<file path="config.mk">
export PLATFORM = sky130hd
export DESIGN_NAME = id_ex_pipe
export DESIGN_NICKNAME = d
export VERILOG_FILES = /design/src/rtl/id_ex_pipe.sv
export SDC_FILE = /design/constraint.sdc
export NUM_CORES = 1
export LEC_CHECK = 0
export ABC_CLOCK_PERIOD_IN_PS = 5330
export BUFFER_PORTS_ARGS = -buffer_cell sky130_fd_sc_hd__buf_2
export CORE_MARGIN = 8
export CORE_UTILIZATION = 40
export CTS_BUF_LIST = sky130_fd_sc_hd__clkbuf_4 sky130_fd_sc_hd__clkbuf_8
export CTS_CLUSTER_SIZE = 12
export DETAILED_ROUTE_END_ITERATION = 16
export GPL_ROUTABILITY_DRIVEN = 0
export PLACE_DENSITY = 0.72
export REMOVE_ABC_BUFFERS = 1
export SLEW_MARGIN = 10
export SYNTH_ARGS = -nofsm -noshare
export SYNTH_HDL_FRONTEND = slang
export SYNTH_SLANG_ARGS = --single-unit
</file>
<file path="constraint.sdc">
create_clock -name clk_i -period 5.33 [get_ports clk_i]
set_clock_uncertainty 0.2 [all_clocks]
set_input_delay 1.066 -clock clk_i [delete_from_list [all_inputs] [get_ports clk_i]]
set_output_delay 1.066 -clock clk_i [all_outputs]
set_load 0.005 [all_outputs]
</file>
<file path="src/rtl/id_ex_pipe.sv">
// ID/EX pipeline register with a two-slot skid buffer. Upstream ready comes only from
// registered state, and a saturating counter tracks cycles of execute back-pressure.
module id_ex_pipe #(
  parameter int unsigned DATA_WIDTH     = 32,
  parameter int unsigned REG_ADDR_WIDTH = 5,
  parameter int unsigned CTRL_WIDTH     = 8
) (
  input  logic                      clk_i,
  input  logic                      rst_ni,
  input  logic                      id_valid_i,
  output logic                      id_ready_o,
  input  logic [DATA_WIDTH-1:0]     id_pc_i,
  input  logic [DATA_WIDTH-1:0]     id_rs1_data_i,
  input  logic [DATA_WIDTH-1:0]     id_rs2_data_i,
  input  logic [DATA_WIDTH-1:0]     id_imm_i,
  input  logic [REG_ADDR_WIDTH-1:0] id_rs1_addr_i,
  input  logic [REG_ADDR_WIDTH-1:0] id_rs2_addr_i,
  input  logic [REG_ADDR_WIDTH-1:0] id_rd_addr_i,
  input  logic [CTRL_WIDTH-1:0]     id_ctrl_i,
  input  logic                      flush_i,
  input  logic                      clr_cnt_i,
  output logic                      ex_valid_o,
  input  logic                      ex_ready_i,
  output logic [DATA_WIDTH-1:0]     ex_pc_o,
  output logic [DATA_WIDTH-1:0]     ex_rs1_data_o,
  output logic [DATA_WIDTH-1:0]     ex_rs2_data_o,
  output logic [DATA_WIDTH-1:0]     ex_imm_o,
  output logic [REG_ADDR_WIDTH-1:0] ex_rs1_addr_o,
  output logic [REG_ADDR_WIDTH-1:0] ex_rs2_addr_o,
  output logic [REG_ADDR_WIDTH-1:0] ex_rd_addr_o,
  output logic [CTRL_WIDTH-1:0]     ex_ctrl_o,
  output logic [15:0]               stall_cnt_o
);

  localparam int unsigned PayloadW = 4 * DATA_WIDTH + 3 * REG_ADDR_WIDTH + CTRL_WIDTH;

  localparam logic [1:0] StEmpty = 2'd0;
  localparam logic [1:0] StFull  = 2'd1;
  localparam logic [1:0] StSkid  = 2'd2;

  logic [1:0]          state_q, state_d;
  logic [PayloadW-1:0] main_q, main_d;
  logic [PayloadW-1:0] skid_q, skid_d;
  logic [15:0]         stall_cnt_q, stall_cnt_d;
  logic [PayloadW-1:0] in_payload;
  logic                accept, fire;

  assign in_payload = {id_pc_i, id_rs1_data_i, id_rs2_data_i, id_imm_i,
                       id_rs1_addr_i, id_rs2_addr_i, id_rd_addr_i, id_ctrl_i};

  assign id_ready_o = (state_q != StSkid);
  assign ex_valid_o = (state_q != StEmpty);
  assign accept     = id_valid_i & id_ready_o & ~flush_i;
  assign fire       = ex_valid_o & ex_ready_i;

  assign {ex_pc_o, ex_rs1_data_o, ex_rs2_data_o, ex_imm_o,
          ex_rs1_addr_o, ex_rs2_addr_o, ex_rd_addr_o, ex_ctrl_o} = main_q;
  assign stall_cnt_o = stall_cnt_q;

  always_comb begin
    state_d = state_q;
    main_d  = main_q;
    skid_d  = skid_q;
    case (state_q)
      StEmpty: begin
        if (accept) begin
          state_d = StFull;
          main_d  = in_payload;
        end
      end
      StFull: begin
        if (accept && fire) begin
          main_d = in_payload;
        end else if (accept) begin
          state_d = StSkid;
          skid_d  = in_payload;
        end else if (fire) begin
          state_d = StEmpty;
        end
      end
      StSkid: begin
        if (fire) begin
          state_d = StFull;
          main_d  = skid_q;
        end
      end
      default: state_d = StEmpty;
    endcase
    // Flush wins over any accept/fire; stale payload bits stay but are never marked valid.
    if (flush_i) state_d = StEmpty;
  end

  always_comb begin
    stall_cnt_d = stall_cnt_q;
    if (clr_cnt_i) begin
      stall_cnt_d = 16'd0;
    end else if (ex_valid_o && !ex_ready_i && (stall_cnt_q != 16'hFFFF)) begin
      stall_cnt_d = stall_cnt_q + 16'd1;
    end
  end

  always_ff @(posedge clk_i or negedge rst_ni) begin
    if (!rst_ni) begin
      state_q     <= StEmpty;
      main_q      <= '0;
      skid_q      <= '0;
      stall_cnt_q <= 16'd0;
    end else begin
      state_q     <= state_d;
      main_q      <= main_d;
      skid_q      <= skid_d;
      stall_cnt_q <= stall_cnt_d;
    end
  end

endmodule

</file>
# --- Word level (Yosys, flattened, before mapping) ---
# Index checks and enable logic that the tools add are counted.
word_totals:
  reg_bits: 320
  latchBits: 0
  ram_bits: 0
  romBits: 0
  input_bits: 157
  output_inout_bits: 169
  elab_cells: 45
  n_memories: 0
classes:
  add_sub_neg: 1
  mul: 0
  div: 0
  magnitude_cmp: 0
  eq_ne: 11
  shifts: 0
  muxes: 13
  bitwise: 5
  n_reduce_logical: 11
op_table:
  columns: ["operator", "n"]
  rows:
  - ["two-way mux 151 bit", 3]
  - ["case mux 151 bit (3 select lines)", 1]
  - ["two-way mux 16 bit", 2]
  - ["adder 16 x 1 -> 16 bit, second input constant", 1]
  - ["inequality test 16 bit, second input constant", 1]
  - ["two-way mux 2 bit", 6]
  - ["inequality test 3 bit, second input constant", 3]
  - ["inequality test 2 bit, second input constant", 4]
  - ["AND reduction 4 bit", 2]
  - ["case mux 2 bit (3 select lines)", 1]
  - ["inequality test 4 bit, second input constant", 1]
  - ["nonzero test 2 bit", 2]
  - ["AND 1 bit", 3]
  - ["logical AND 1 bit", 3]
  - ["AND reduction 3 bit", 1]
  - ["nonzero test 3 bit", 1]
  - ["equality test 2 x 1 -> 1 bit, second input constant", 1]
  - ["equality test 2 bit, second input constant", 1]
  - ["logical NOT 2 bit", 1]
  - ["inverter 1 bit", 2]
  - ["logical NOT 1 bit", 1]

# --- Depth between registers and ports, before layout ---
# Gate-level depths: netlist of the first run.
logic_depth:
  word_depth: 7
  mapped_depth: 8
  ltp_nobuf: 6

# --- Worst setup path after synthesis of the first run ---
# Ideal clock, no wire load.
synth_path:
  path_kind: "input-to-reg"
  from: "input port id_valid_i"
  to: "register skid_q[100]"
  setup_time_ns: 0.127
  t_arrival_ns: 2.225
  setup_slack_ns: 2.778
  path_stages: 5
  path_cell_list: "nor2b_1 > nor3b_2 > buf_4 > buf_6 > mux2_1"
synth_between:
  elab_chain_len: 5
synth_rtl:
  columns: ["element", "line", "source"]
  rows:
  - ["start, declared", "10", "input logic id_valid_i,"]
  - ["AND 1 bit * (2 in a row)", "53", "assign accept = id_valid_i & id_ready_o & ~flush_i;"]
  - ["logical AND 1 bit", "72", "if (accept && fire) begin"]
  - ["inverter 1 bit (no source line)", null, null]
  - ["AND reduction 3 bit (no source line) *", null, null]
  - ["end signal, assigned", "111", "skid_q <= skid_d;"]
  - ["end, declared", "43", "logic [PayloadW-1:0] skid_q, skid_d;"]
# Mark *: on every way between the ends. The rest lies on a longest branch, timed or not.
# A chain may end at the register's enable or synchronous reset.

# --- Worst setup path in the final report of the first run ---
layout_path:
  from: "register state_q[0]"
  to: "output port ex_valid_o"
layout_between:
  elab_chain_len: 1
layout_rtl:
  columns: ["element", "line", "source"]
  rows:
  - ["start, declared", "41", "logic [1:0] state_q, state_d;"]
  - ["start signal, assigned", "104", "state_q <= StEmpty;"]
  - ["start signal, assigned", "109", "state_q <= state_d;"]
  - ["nonzero test 2 bit", "52", "assign ex_valid_o = (state_q != StEmpty);"]
  - ["end, declared", "22", "output logic ex_valid_o,"]
# Every way passes these cells.

==> run summary, run 1 <==
The warning count from the yosys run is 0. The terminating pin of the worst hold path is main_q[117]. The register-to-register path setup slack is ~2.7 ns. The TritonCTS buffer count is 53. The cell depth of the worst flop-to-flop path is 5. Compared with the post-synthesis result, the final layout area differs by 22.36%.

On the critical path, the stage with the largest delay is an instance of sky130_fd_sc_hd__dfrtp_1. After synthesis the netlist holds a flip-flop and latch count of 320. The total congestion overflow after global routing came out at 0.

The number of hold violations in the final report came out at 0. The floorplan row count came out at 67. The total global-route track usage is 0.1590. The fraction of registers with async set/reset came out at 1.000. STA classifies the critical path startpoint as a flip-flop. The final worst hold slack came out at ~0.27 ns. The critical path is of the flip-flop to output pin type. The worst register-to-register path ends at main_q[40]. The overall die height came out at about 200 um. The number of buffers inserted by port buffering is roughly 330. The per-instance average area after synthesis came out at around 13 um2.

The run finished with clean final reports. The maximum operating frequency came out at between 0.3 and 0.4 GHz. Setup repair after global routing left no endpoint under its margin. STA classifies the critical path endpoint as an output pin. The worst-case headroom to the max-slew limit came out at 0.3967. The startpoint identified for the worst hold timing path is main_q[117].

The analysis attributes to cell leakage a power of between 7 and 8 nW. The die covers roughly 40000 um2. The worst register-to-register path begins at state_q[1]. The number of filler instances in the final layout came out at ~3000.

The worst-skew pair later-pin latency came out at 0.59 ns. In this run, post-CTS hold repair placed 0 buffers. The maximum resistive drop on vdd came out at roughly 0.24 mV. The number of DRC markers in iteration 0 came out at 297. After legalization and detailed placement, the total HPWL measured between 20000 and 25000 um.

Dividing total power by cell area gives a power density of around 390 nW/um2. The endpoint required time on the critical path is approximately 4 ns. Among all flip-flop cells after synthesis, the most frequent one is sky130_fd_sc_hd__dfrtp_1. The number of buffers added for setup after CTS is 0.

Once detail routing completed, the nets flagged for antenna violations numbered 0. The cell sitting at the root of the clock tree is a sky130_fd_sc_hd__clkbuf_8. Yosys mapped a number of flops with a built-in enable equal to 0. The sequential element share of the synthesized area is 0.5881. The delay contributed by the slowest stage of the critical path is around 0.48 ns. STA puts the critical path data arrival time at approximately 1.5 ns.

The initial antenna violation count was 3. The total inserted antenna cells is 0. The number of max-slew violations in the final report came to 0.

The multi-input logic area came out at ~5200 um2. In the routed design, unresolved DRC markers number 0. The worst min-delay path class is flip-flop to flip-flop. The post-synthesis cell type count is 42. Setup violations remaining at the end of the flow were counted as 0.

The end-of-flow core utilization is 0.4969. Synthesis handed over a netlist of around 1100 instances. The number of detailed-route iterations in the first pass is 5. The first global-routing pass estimated ~53000 um of wire. The area taken by flip-flops and latches is ~8000 um2.

The worst hold path was traced through 2 stages. CTS built an H-tree with a depth of 2. The post-cts gate resize count is 0. The final net count is between 1500 and 2000. For the finished layout, the period the worst path requires is about 2.8 ns. The ratio of cells with drive above 1 in the final layout came out at 0.3514. The number of maximum-capacitance violations is 0. The final layout contains routed wiring with a total length of between 30000 and 40000 um. The number of sinks handled by clock tree synthesis is 320.

The top-level I/O count came out at approximately 330. The highest fanout seen on the critical path is 6. The mapped netlist covers roughly 14000 um2. TritonCTS built the clock tree. The maximum buffer depth of the clock tree is 3.

For this configuration, the core starts out at a cell density of 0.4061. The worst-margin pin slew came out at 0.9050 ns. The per-cell routed wire length is roughly 17 um. The share of the clock period used by the worst path is 0.5242.

The die width came out at about 200 um. Walking the worst path, the cells encountered are or2_2 -> buf_2. The clock input transition at the sequential cells of the worst setup and hold paths is ~0.06 ns. Detailed routing inserted a total of between 9000 and 10000 vias. Dividing the detail-routed via count by the number of cells gives around 4.9. The floorplan step defined a core boundary enclosing 33530 um2. In this run the worst setup path begins at state_q[0]. The via count of the first global-routing pass came out at around 10000. The pin count of the biggest net entering global routing came out at around 170.
## cell usage in the layout, fill, tap and decap left out, types with 2 or more instances in the layout
master	n
sky130_fd_sc_hd__a2111oi_4	2
sky130_fd_sc_hd__a211oi_1	2
sky130_fd_sc_hd__a21oi_1	3
sky130_fd_sc_hd__a21oi_4	2
sky130_fd_sc_hd__and3_2	2
sky130_fd_sc_hd__and4_1	2
sky130_fd_sc_hd__buf_12	6
sky130_fd_sc_hd__buf_2	324
sky130_fd_sc_hd__buf_4	6
sky130_fd_sc_hd__clkbuf_4	19
sky130_fd_sc_hd__clkbuf_8	67
sky130_fd_sc_hd__clkinv_2	7
sky130_fd_sc_hd__dfrtp_1	320
sky130_fd_sc_hd__inv_1	3
sky130_fd_sc_hd__mux2_1	90
sky130_fd_sc_hd__mux2_2	61
sky130_fd_sc_hd__mux2i_1	152
sky130_fd_sc_hd__nand2_1	154
sky130_fd_sc_hd__nand3_1	5
sky130_fd_sc_hd__nand4_1	3
sky130_fd_sc_hd__nor2_1	19
sky130_fd_sc_hd__nor2b_1	2
sky130_fd_sc_hd__nor4_1	2
sky130_fd_sc_hd__o211ai_1	4
sky130_fd_sc_hd__o21ai_0	72
sky130_fd_sc_hd__o21ai_1	80
sky130_fd_sc_hd__xnor2_1	7
sky130_fd_sc_hd__xor2_1	7
## state kept, by name, indices dropped and copies added, names as in the netlist
signal and flops:
main_q 151, skid_q 151, stall_cnt_o 16, state_q 2
## per-stage QoR
stage          std cells  setup WS (ns)  TNS (ns)  power [mW]  area [um2]
2_1_floorplan       1009         -13.57  -2477.28       3.799       13180
3_3_place_gp        1794          2.160         0       4.241       15550
3_5_place_dp        1794          2.134         0       4.315       15550
4_1_cts             1888          2.476         0       6.560       16660
5_1_grt             1888          2.446         0       6.827       16660
6_report            1888          2.536         0       6.446       16660
## cells in the mapped netlist (all sizes together), types with 2 or more instances
cell       n  area (um2)
nor4       3       33.78
xor2       7       61.31
nand2    154       578.1
a21oi      5       47.54
nor2b      3       18.77
a2111oi    2       55.05
mux2     151        1700
o211ai     4       30.03
dfrtp    320        8008
nand3      5       25.02
xnor2      7       61.31
and3       3       21.27
o21ai    152       760.7
nand4      3       18.77
clkbuf    19       76.32
nor2      19       71.32
and4       3       28.78
buf       51       361.6
a211oi     2       15.01
inv        3       11.26
mux2i    152        1521
## how the worst max path moves through the flow
stage | endpoint | slack (ns)
after floorplan | main_q[0] | -13.57
after global placement | skid_q[47] | 2.16
after detailed placement | skid_q[52] | 2.13
after CTS | ex_valid_o | 2.48
after global routing | ex_valid_o | 2.45
final | ex_valid_o | 2.54
## routing by layer
metal,vias to the layer above,track usage,wire [um]
met5,-,0,26
met4,4,0.05256,644
met3,50,0.06051,2604
met2,238,0.2558,15430
met1,4491,0.1946,13780
li1,4406,-,-
## cell families after synthesis
logic type	count (synthesis)	share of synthesized area
DFF	320	0.5881
and+or+nand+nor	198	0.06211
adders and majority gates	1	0.0009187
AOI/OAI and AO/OA	170	0.07029
muxes	303	0.2366
xor gates and xnor gates	14	0.009005
buffers and inverters	73	0.03299
## power breakdown
group          total (mW)  switching [mW]  internal [mW]
clock                2.20           0.945           1.26
combinational       0.991           0.471          0.520
sequential           3.25           0.282           2.97
## cell type report
type,instances,share of cell area
clock inverters,8,0.002553
inverters,3,0.0006758
well taps,448,0.03364
clock buffers,86,0.06390
multi-input cells,686,0.3105
flip-flops and latches,320,0.4806
repair buffers,337,0.1081
## worst max-delay path, delay by kind of cell, from the launching register on
family                 cells  cell delay [ns]
buffers and inverters      1             0.13
flip-flops                 1             0.48
AND/OR/NAND/NOR            1             0.32
No activity file was read; power rests on OpenSTA's default activity.
==> run 2: changes to the inputs <==
ABC_CLOCK_PERIOD_IN_PS = 2600   (was 5330)
clock period = 2.6 ns   (was 5.33 ns; I/O delays follow)
==> run summary, run 2 (same netlist as run 1, synthesis figures left out) <==
The worst setup path is launched from a flip-flop. The final count of negative-setup-slack endpoints is 0 (unchanged). Leaving out fill and tap cells, the most frequent cell in the layout is sky130_fd_sc_hd__buf_2.

The power density relative to cell area was 730.8 nW/um2 (+89%). The detailed-route DRC error count came out at 0 (unchanged). The critical path goes through nor2b_4 -> buf_12 -> inv_1 -> buf_2. The worst min-delay path class is input pin to flip-flop. The number of filler instances in the final layout came out at 2716 (-10%). The maximum resistive drop on vdd came out at 0.4827 mV (+100%). TritonCTS built the clock tree.

The full die area came to 40200 um2 (unchanged). Setup repair after global routing left no endpoint under its margin. The ratio of cells with drive above 1 in the final layout came out at 0.3288 (-0.02258). The CTS root buffer is sky130_fd_sc_hd__clkbuf_8. The final cell area excluding filler cells was 18610 um2 (+12%).

The worst-margin pin slew was 0.6732 ns (-0.2318 ns). The die width is 200.5 um (unchanged). The area taken by flip-flops and latches was 8008 um2 (unchanged). The initial antenna violation count is 5 (+2). The number of DRC markers in iteration 0 came to 342 (+15%).

The per-cell routed wire length is 17.63 um (+2.5%). The final net count is 1745 (+12%). In the layout the commonest cells are 324 x sky130_fd_sc_hd__buf_2, 320 x sky130_fd_sc_hd__dfrtp_1, 154 x sky130_fd_sc_hd__nand2_1, 154 x sky130_fd_sc_hd__dlygate4sd3_1, 152 x sky130_fd_sc_hd__mux2i_1. The maximum buffer depth of the clock tree was 3 (unchanged). The worst-skew pair later-pin latency came to 0.58 ns (about the same). The leakage power is 8.575 nW (+11%). The vias after detailed routing came out at 10251 (+12%).

The first-pass GRT wire length is 59480 um (+12%). The share of the clock period used by the worst path is 0.9138. The number of buffers inserted by port buffering came to 325 (unchanged). The layout-stage area growth over the synthesis result is 36.68%. The antenna violation net count after detailed routing came out at 0 (unchanged). The total congestion overflow after global routing is 0 (unchanged).

The worst endpoint data arrival time is 1.66 ns (+0.13 ns). The number of H-tree levels came out at 2 (unchanged). The TritonCTS buffer count is 53 (unchanged).

STA classifies the critical path endpoint as an output pin. The floorplan row count came out at 67 (unchanged). The buffers plus inverters on the worst setup path is 3 (+2). The post-cts gate resize count is 0 (unchanged).

The run finished with clean final reports. The multi-input logic area is 5174 um2 (unchanged). The number of detailed-route iterations in the first pass came to 6 (+1). The number of maximum-capacitance violations is 0 (unchanged). The total chip power is 13.60 mW (+110%). The HPWL after detailed placement came out at 24180 um (+9.0%). The number of max-slew violations in the final report came out at 0 (unchanged). The instance area after placement is 15920 um2 (+2.3%). The aggregate routed wire length came to 36570 um (+13%). The delay contributed by the slowest stage of the critical path came out at 0.45 ns (-0.03 ns). The highest fanout seen on the critical path was 19 (+13).

The time the final worst path needs with I/O delays and setup came out at between 2 and 2.5 ns. The area inside the core boundary came out at 33530 um2 (unchanged). The worst-case headroom to the max-slew limit is 0.5509 (+0.1542). In this design, the largest share of critical-path delay is due to flip-flops. The number of sinks handled by clock tree synthesis is 320 (unchanged). The number of hold violations in the final report was 0 (unchanged). The starting density of the core came out at 0.4061 (unchanged).

The via count of the first global-routing pass came to 11333 (+16%). The endpoint required time on the critical path came out at 1.88 ns (-2.18 ns). The clock input transition at the sequential cells of the worst setup and hold paths came out at 0.06 ns (about the same). The ratio of routed vias to standard cells is 4.943 (+1.6%). The worst-path cell with the longest stage delay is sky130_fd_sc_hd__dfrtp_1. The top-level I/O count came out at 326 (unchanged).

The total global-route track usage came out at 0.1777 (+0.01869). The worst setup path is of the flip-flop to output pin kind. The pin count of the biggest net entering global routing came out at 71 (-58%). The overall die height is 200.5 um (unchanged).

The maximum operating frequency came out at between 0.4 and 0.5 GHz.
==> run 2: area by class of cell <==
class | count | share of cell area
flip-flops and latches | 320 | 0.4303
multi-input cells | 686 | 0.2780
repair buffers | 523 | 0.2013
clock buffers | 82 | 0.05392
well taps | 448 | 0.03012
clock inverters | 7 | 0.005176
diodes | 5 | 0.0006723
inverters | 3 | 0.0006050
==> run 2: repair_timing <==
item                                    CTS  global route
hold endpoints to repair                244             0
buffers inserted                          1             0
hold buffers                            154             0
endpoints found under the setup margin    1             0
==> run 2: worst paths after layout <==
path / start / end / slack (ns) / cells past startpoint
worst max-delay path: state_q[1] / id_ready_o / 0.22 / 4
worst min-delay path: clr_cnt_i / stall_cnt_o[3] / 0.11 / 2
worst max register to register: state_q[1] / skid_q[150] / 0.43 / 5
worst min register to register: main_q[21] / main_q[21] / 0.27 / 2
max in group asynchronous: rst_ni / skid_q[4] / 1.15 / 4
min in group asynchronous: rst_ni / main_q[1] / 0.30 / 2
==> run 2: power by group <==
part	internal [mW]	total [mW]	switching (mW)
clock	2.64	4.57	1.94
combinational	1.27	2.32	1.05
sequential	6.09	6.71	0.617
==> run 2: stage by stage <==
stage	utilization	setup TNS (ns)	hold slack, ns	setup slack, ns	std cells
6_report	0.5550	0	0.1121	0.2240	2074
4_1_cts	0.5547	0	0.05894	0.1709	2069
3_5_place_dp	0.4747	0	0.2642	0.2617	1824
3_3_place_gp	0.4747	0	0.2574	0.2806	1824
5_1_grt	0.5550	0	0.07721	0.1339	2074
2_1_floorplan	-	-3224.21	0.02441	-16.30	1009
==> run 2: routing by layer <==
layer,wire length [um],up-vias,track usage
li1,-,4784,-
met2,17630,353,0.2963
met1,15310,5010,0.2128
met5,0,-,0
met3,2140,104,0.04760
met4,1500,0,0.08121
==> run 3: changes to the inputs <==
GPL_TIMING_DRIVEN = 0   (was not set)
==> run summary, run 3 (same netlist as run 1, synthesis figures left out) <==
The flow ran to the end, and the final reports show no timing, DRC or antenna violations. The worst-case headroom to the max-slew limit came out at 0.4734 (-0.07747). The vias after detailed routing is 10429 (+1.7%). The number of detailed-route iterations in the first pass is 4 (-2). The register-to-register path setup slack came out at 0.11 ns (-0.32 ns).

The number of max-slew violations in the final report came out at 0 (unchanged). The number of maximum-capacitance violations came out at 0 (unchanged). The worst-skew pair later-pin latency is 0.59 ns (about the same). The depth of the worst hold-timing path came out at 2 (unchanged). Leaving out fill and tap cells, the most frequent cell in the layout is sky130_fd_sc_hd__buf_2.

The clock input transition at the sequential cells of the worst setup and hold paths came out at 0.06 ns (about the same). The endpoint required time on the critical path was 2.87 ns (+0.99 ns). The full die area was 40200 um2 (unchanged). The critical setup path kind is input pin to flip-flop. The ratio of routed vias to standard cells came out at 5.016 (+1.5%). The worst endpoint data arrival time came out at 2.81 ns (+1.15 ns). The number of sinks handled by clock tree synthesis is 320 (unchanged). The tightest min-delay check is of the input pin to flip-flop type. The worst register-to-register path ends at main_q[10]. The overall die height is 200.5 um (unchanged). The highest fanout seen on the critical path is 17 (-2).

The die width came to 200.5 um (unchanged). The worst setup path is captured at a flip-flop. The worst-margin pin slew is 0.7899 ns (+0.1167 ns). TritonCTS built the clock tree.

The total congestion overflow after global routing came to 0 (unchanged). The critical register-to-register path startpoint is state_q[1]. The final count of negative-setup-slack endpoints is 0 (unchanged).

The HPWL after detailed placement came to 24760 um (+2.4%). The leakage power is 8.711 nW (+1.6%). For hold timing, the worst endpoint is stall_cnt_o[7]. The starting density of the core came out at 0.4061 (unchanged). The first-pass GRT wire length came to 61830 um (+4.0%). The via count of the first global-routing pass is 11469 (+1.2%). In the layout the commonest cells are 323 x sky130_fd_sc_hd__buf_2, 318 x sky130_fd_sc_hd__dfrtp_1, 154 x sky130_fd_sc_hd__nand2_1, 154 x sky130_fd_sc_hd__dlygate4sd3_1, 152 x sky130_fd_sc_hd__mux2i_1. The top-level I/O count is 326 (unchanged).

The number of H-tree levels came out at 2 (unchanged). The share of the clock period used by the worst path is 0.9769 (+0.06310). The power density relative to cell area came to 729.9 nW/um2 (-0.12%). The final worst hold slack came out at 0.09328 ns (-0.01881 ns). The element type at the critical path start is an input pin. The maximum resistive drop on vdd was 0.5040 mV (+4.4%). The initial antenna violation count is 3 (-2). The final net count is 1748 (+0.17%). The maximum operating frequency is 0.3937 GHz (-6.5%). The total global-route track usage is 0.1864 (+0.008699).

The setup total negative slack is 0 ns (unchanged). The cell depth of the worst flop-to-flop path is 9 (+4). The worst hold path begins at clr_cnt_i.

The TritonCTS buffer count was 55 (+3.8%). The layout-stage area growth over the synthesis result came out at 39.00%. The per-cell routed wire length is 18.92 um (+7.3%). The number of hold violations in the final report is 0 (unchanged). The maximum buffer depth of the clock tree is 3 (unchanged). The area inside the core boundary came to 33530 um2 (unchanged). The aggregate routed wire length came out at 39340 um (+7.6%). The number of buffers inserted by port buffering came out at 325 (unchanged).

The time the final worst path needs with I/O delays and setup came out at 2.540 ns (+0.1641 ns). The number of DRC markers in iteration 0 is 322 (-5.8%). The antenna violation net count after detailed routing came to 0 (unchanged). Setup repair after global routing could not meet its margin everywhere. The floorplan row count was 67 (unchanged). The detailed-route DRC error count was 0 (unchanged).

The ratio of cells with drive above 1 in the final layout came to 0.3342 (+0.005343). Clock tree synthesis selected as its root buffer the cell sky130_fd_sc_hd__clkbuf_8. The pin count of the biggest net entering global routing came to 110 (+55%).
[run 3: cell count changes in the layout (fill, tap and decap cells not counted), moves of 5 or more]
cell and delta:
sky130_fd_sc_hd__clkbuf_8 +5, sky130_fd_sc_hd__buf_4 -16, sky130_fd_sc_hd__clkinv_2 +6, sky130_fd_sc_hd__buf_12 -9, sky130_fd_sc_hd__buf_16 +13, sky130_fd_sc_hd__clkbuf_16 +5, sky130_fd_sc_hd__buf_8 +6
[run 3: worst max path at each step]
| stage | startpoint | end | slack (ns) |
|---|---|---|---|
| after floorplan | state_q[0] | main_q[0] | -16.30 |
| after global placement | state_q[1] | main_q[17] | -29.88 |
| after detailed placement | id_valid_i | skid_q[20] | -0.54 |
| after CTS | state_q[0] | id_ready_o | -0.28 |
| after global routing | state_q[0] | id_ready_o | -0.02 |
| final | ex_ready_i | skid_q[25] | 0.06 |
[run 3: critical path, stage by stage]
cell and delay, ns:
sky130_fd_sc_hd__dlygate4sd3_1 0.54, sky130_fd_sc_hd__buf_2 0.20, sky130_fd_sc_hd__nand2b_4 0.19, sky130_fd_sc_hd__nor3b_4 0.24, sky130_fd_sc_hd__buf_6 0.19, sky130_fd_sc_hd__buf_8 0.19, sky130_fd_sc_hd__buf_16 0.17, sky130_fd_sc_hd__buf_8 0.19
sky130_fd_sc_hd__mux2_2 0.37
[run 3: repair_timing]
action	CTS	global route
pin swaps	1	1
endpoints found under the hold margin	352	0
setup endpoints to repair	82	45
cloned	1	5
buffers inserted	4	8
gates resized for setup	5	6
hold buffers	154	0
[run 3: metal layers]
| metal | part of all wire | vias up | global-route usage | routed length (um) |
|---|---|---|---|---|
| li1 | - | 4807 | - | - |
| met1 | 0.40 | 5187 | 0.2194 | 15640 |
| met2 | 0.49 | 342 | 0.3117 | 19400 |
| met3 | 0.071 | 93 | 0.05470 | 2797 |
| met4 | 0.038 | 0 | 0.08489 | 1502 |
| met5 | 0 | - | 0 | 0 |
[run 3: power breakdown]
part           switching (mW)  internal (mW)
Combinational            1.15           1.30
Clock                    2.00           2.68
Sequential              0.595           6.09
[run 3: per-stage QoR]
step	setup WS (ns)	power (mW)	area, um2	std cells	utilization
after global placement	-29.88	8.806	15370	1782	0.4582
after floorplan	-16.30	7.787	13180	1009	-
after CTS	-0.2820	13.92	18800	2067	0.5607
final	0.05994	13.81	18930	2079	0.5644
after global routing	-0.01837	14.56	18930	2079	0.5644
after detailed placement	-0.5357	8.945	16070	1813	0.4792
[run 3: area by class of cell]
class | instances | area [um2]
Antenna cell | 3 | 7.507
Inverter | 3 | 13.76
Fill cell | 2672 | 14610
Multi-Input combinational cell | 687 | 5185
Timing Repair Buffer | 523 | 4015
Clock buffer | 86 | 1065
Clock inverter | 9 | 70.07
Tap cell | 448 | 560.5
Sequential cell | 320 | 8010
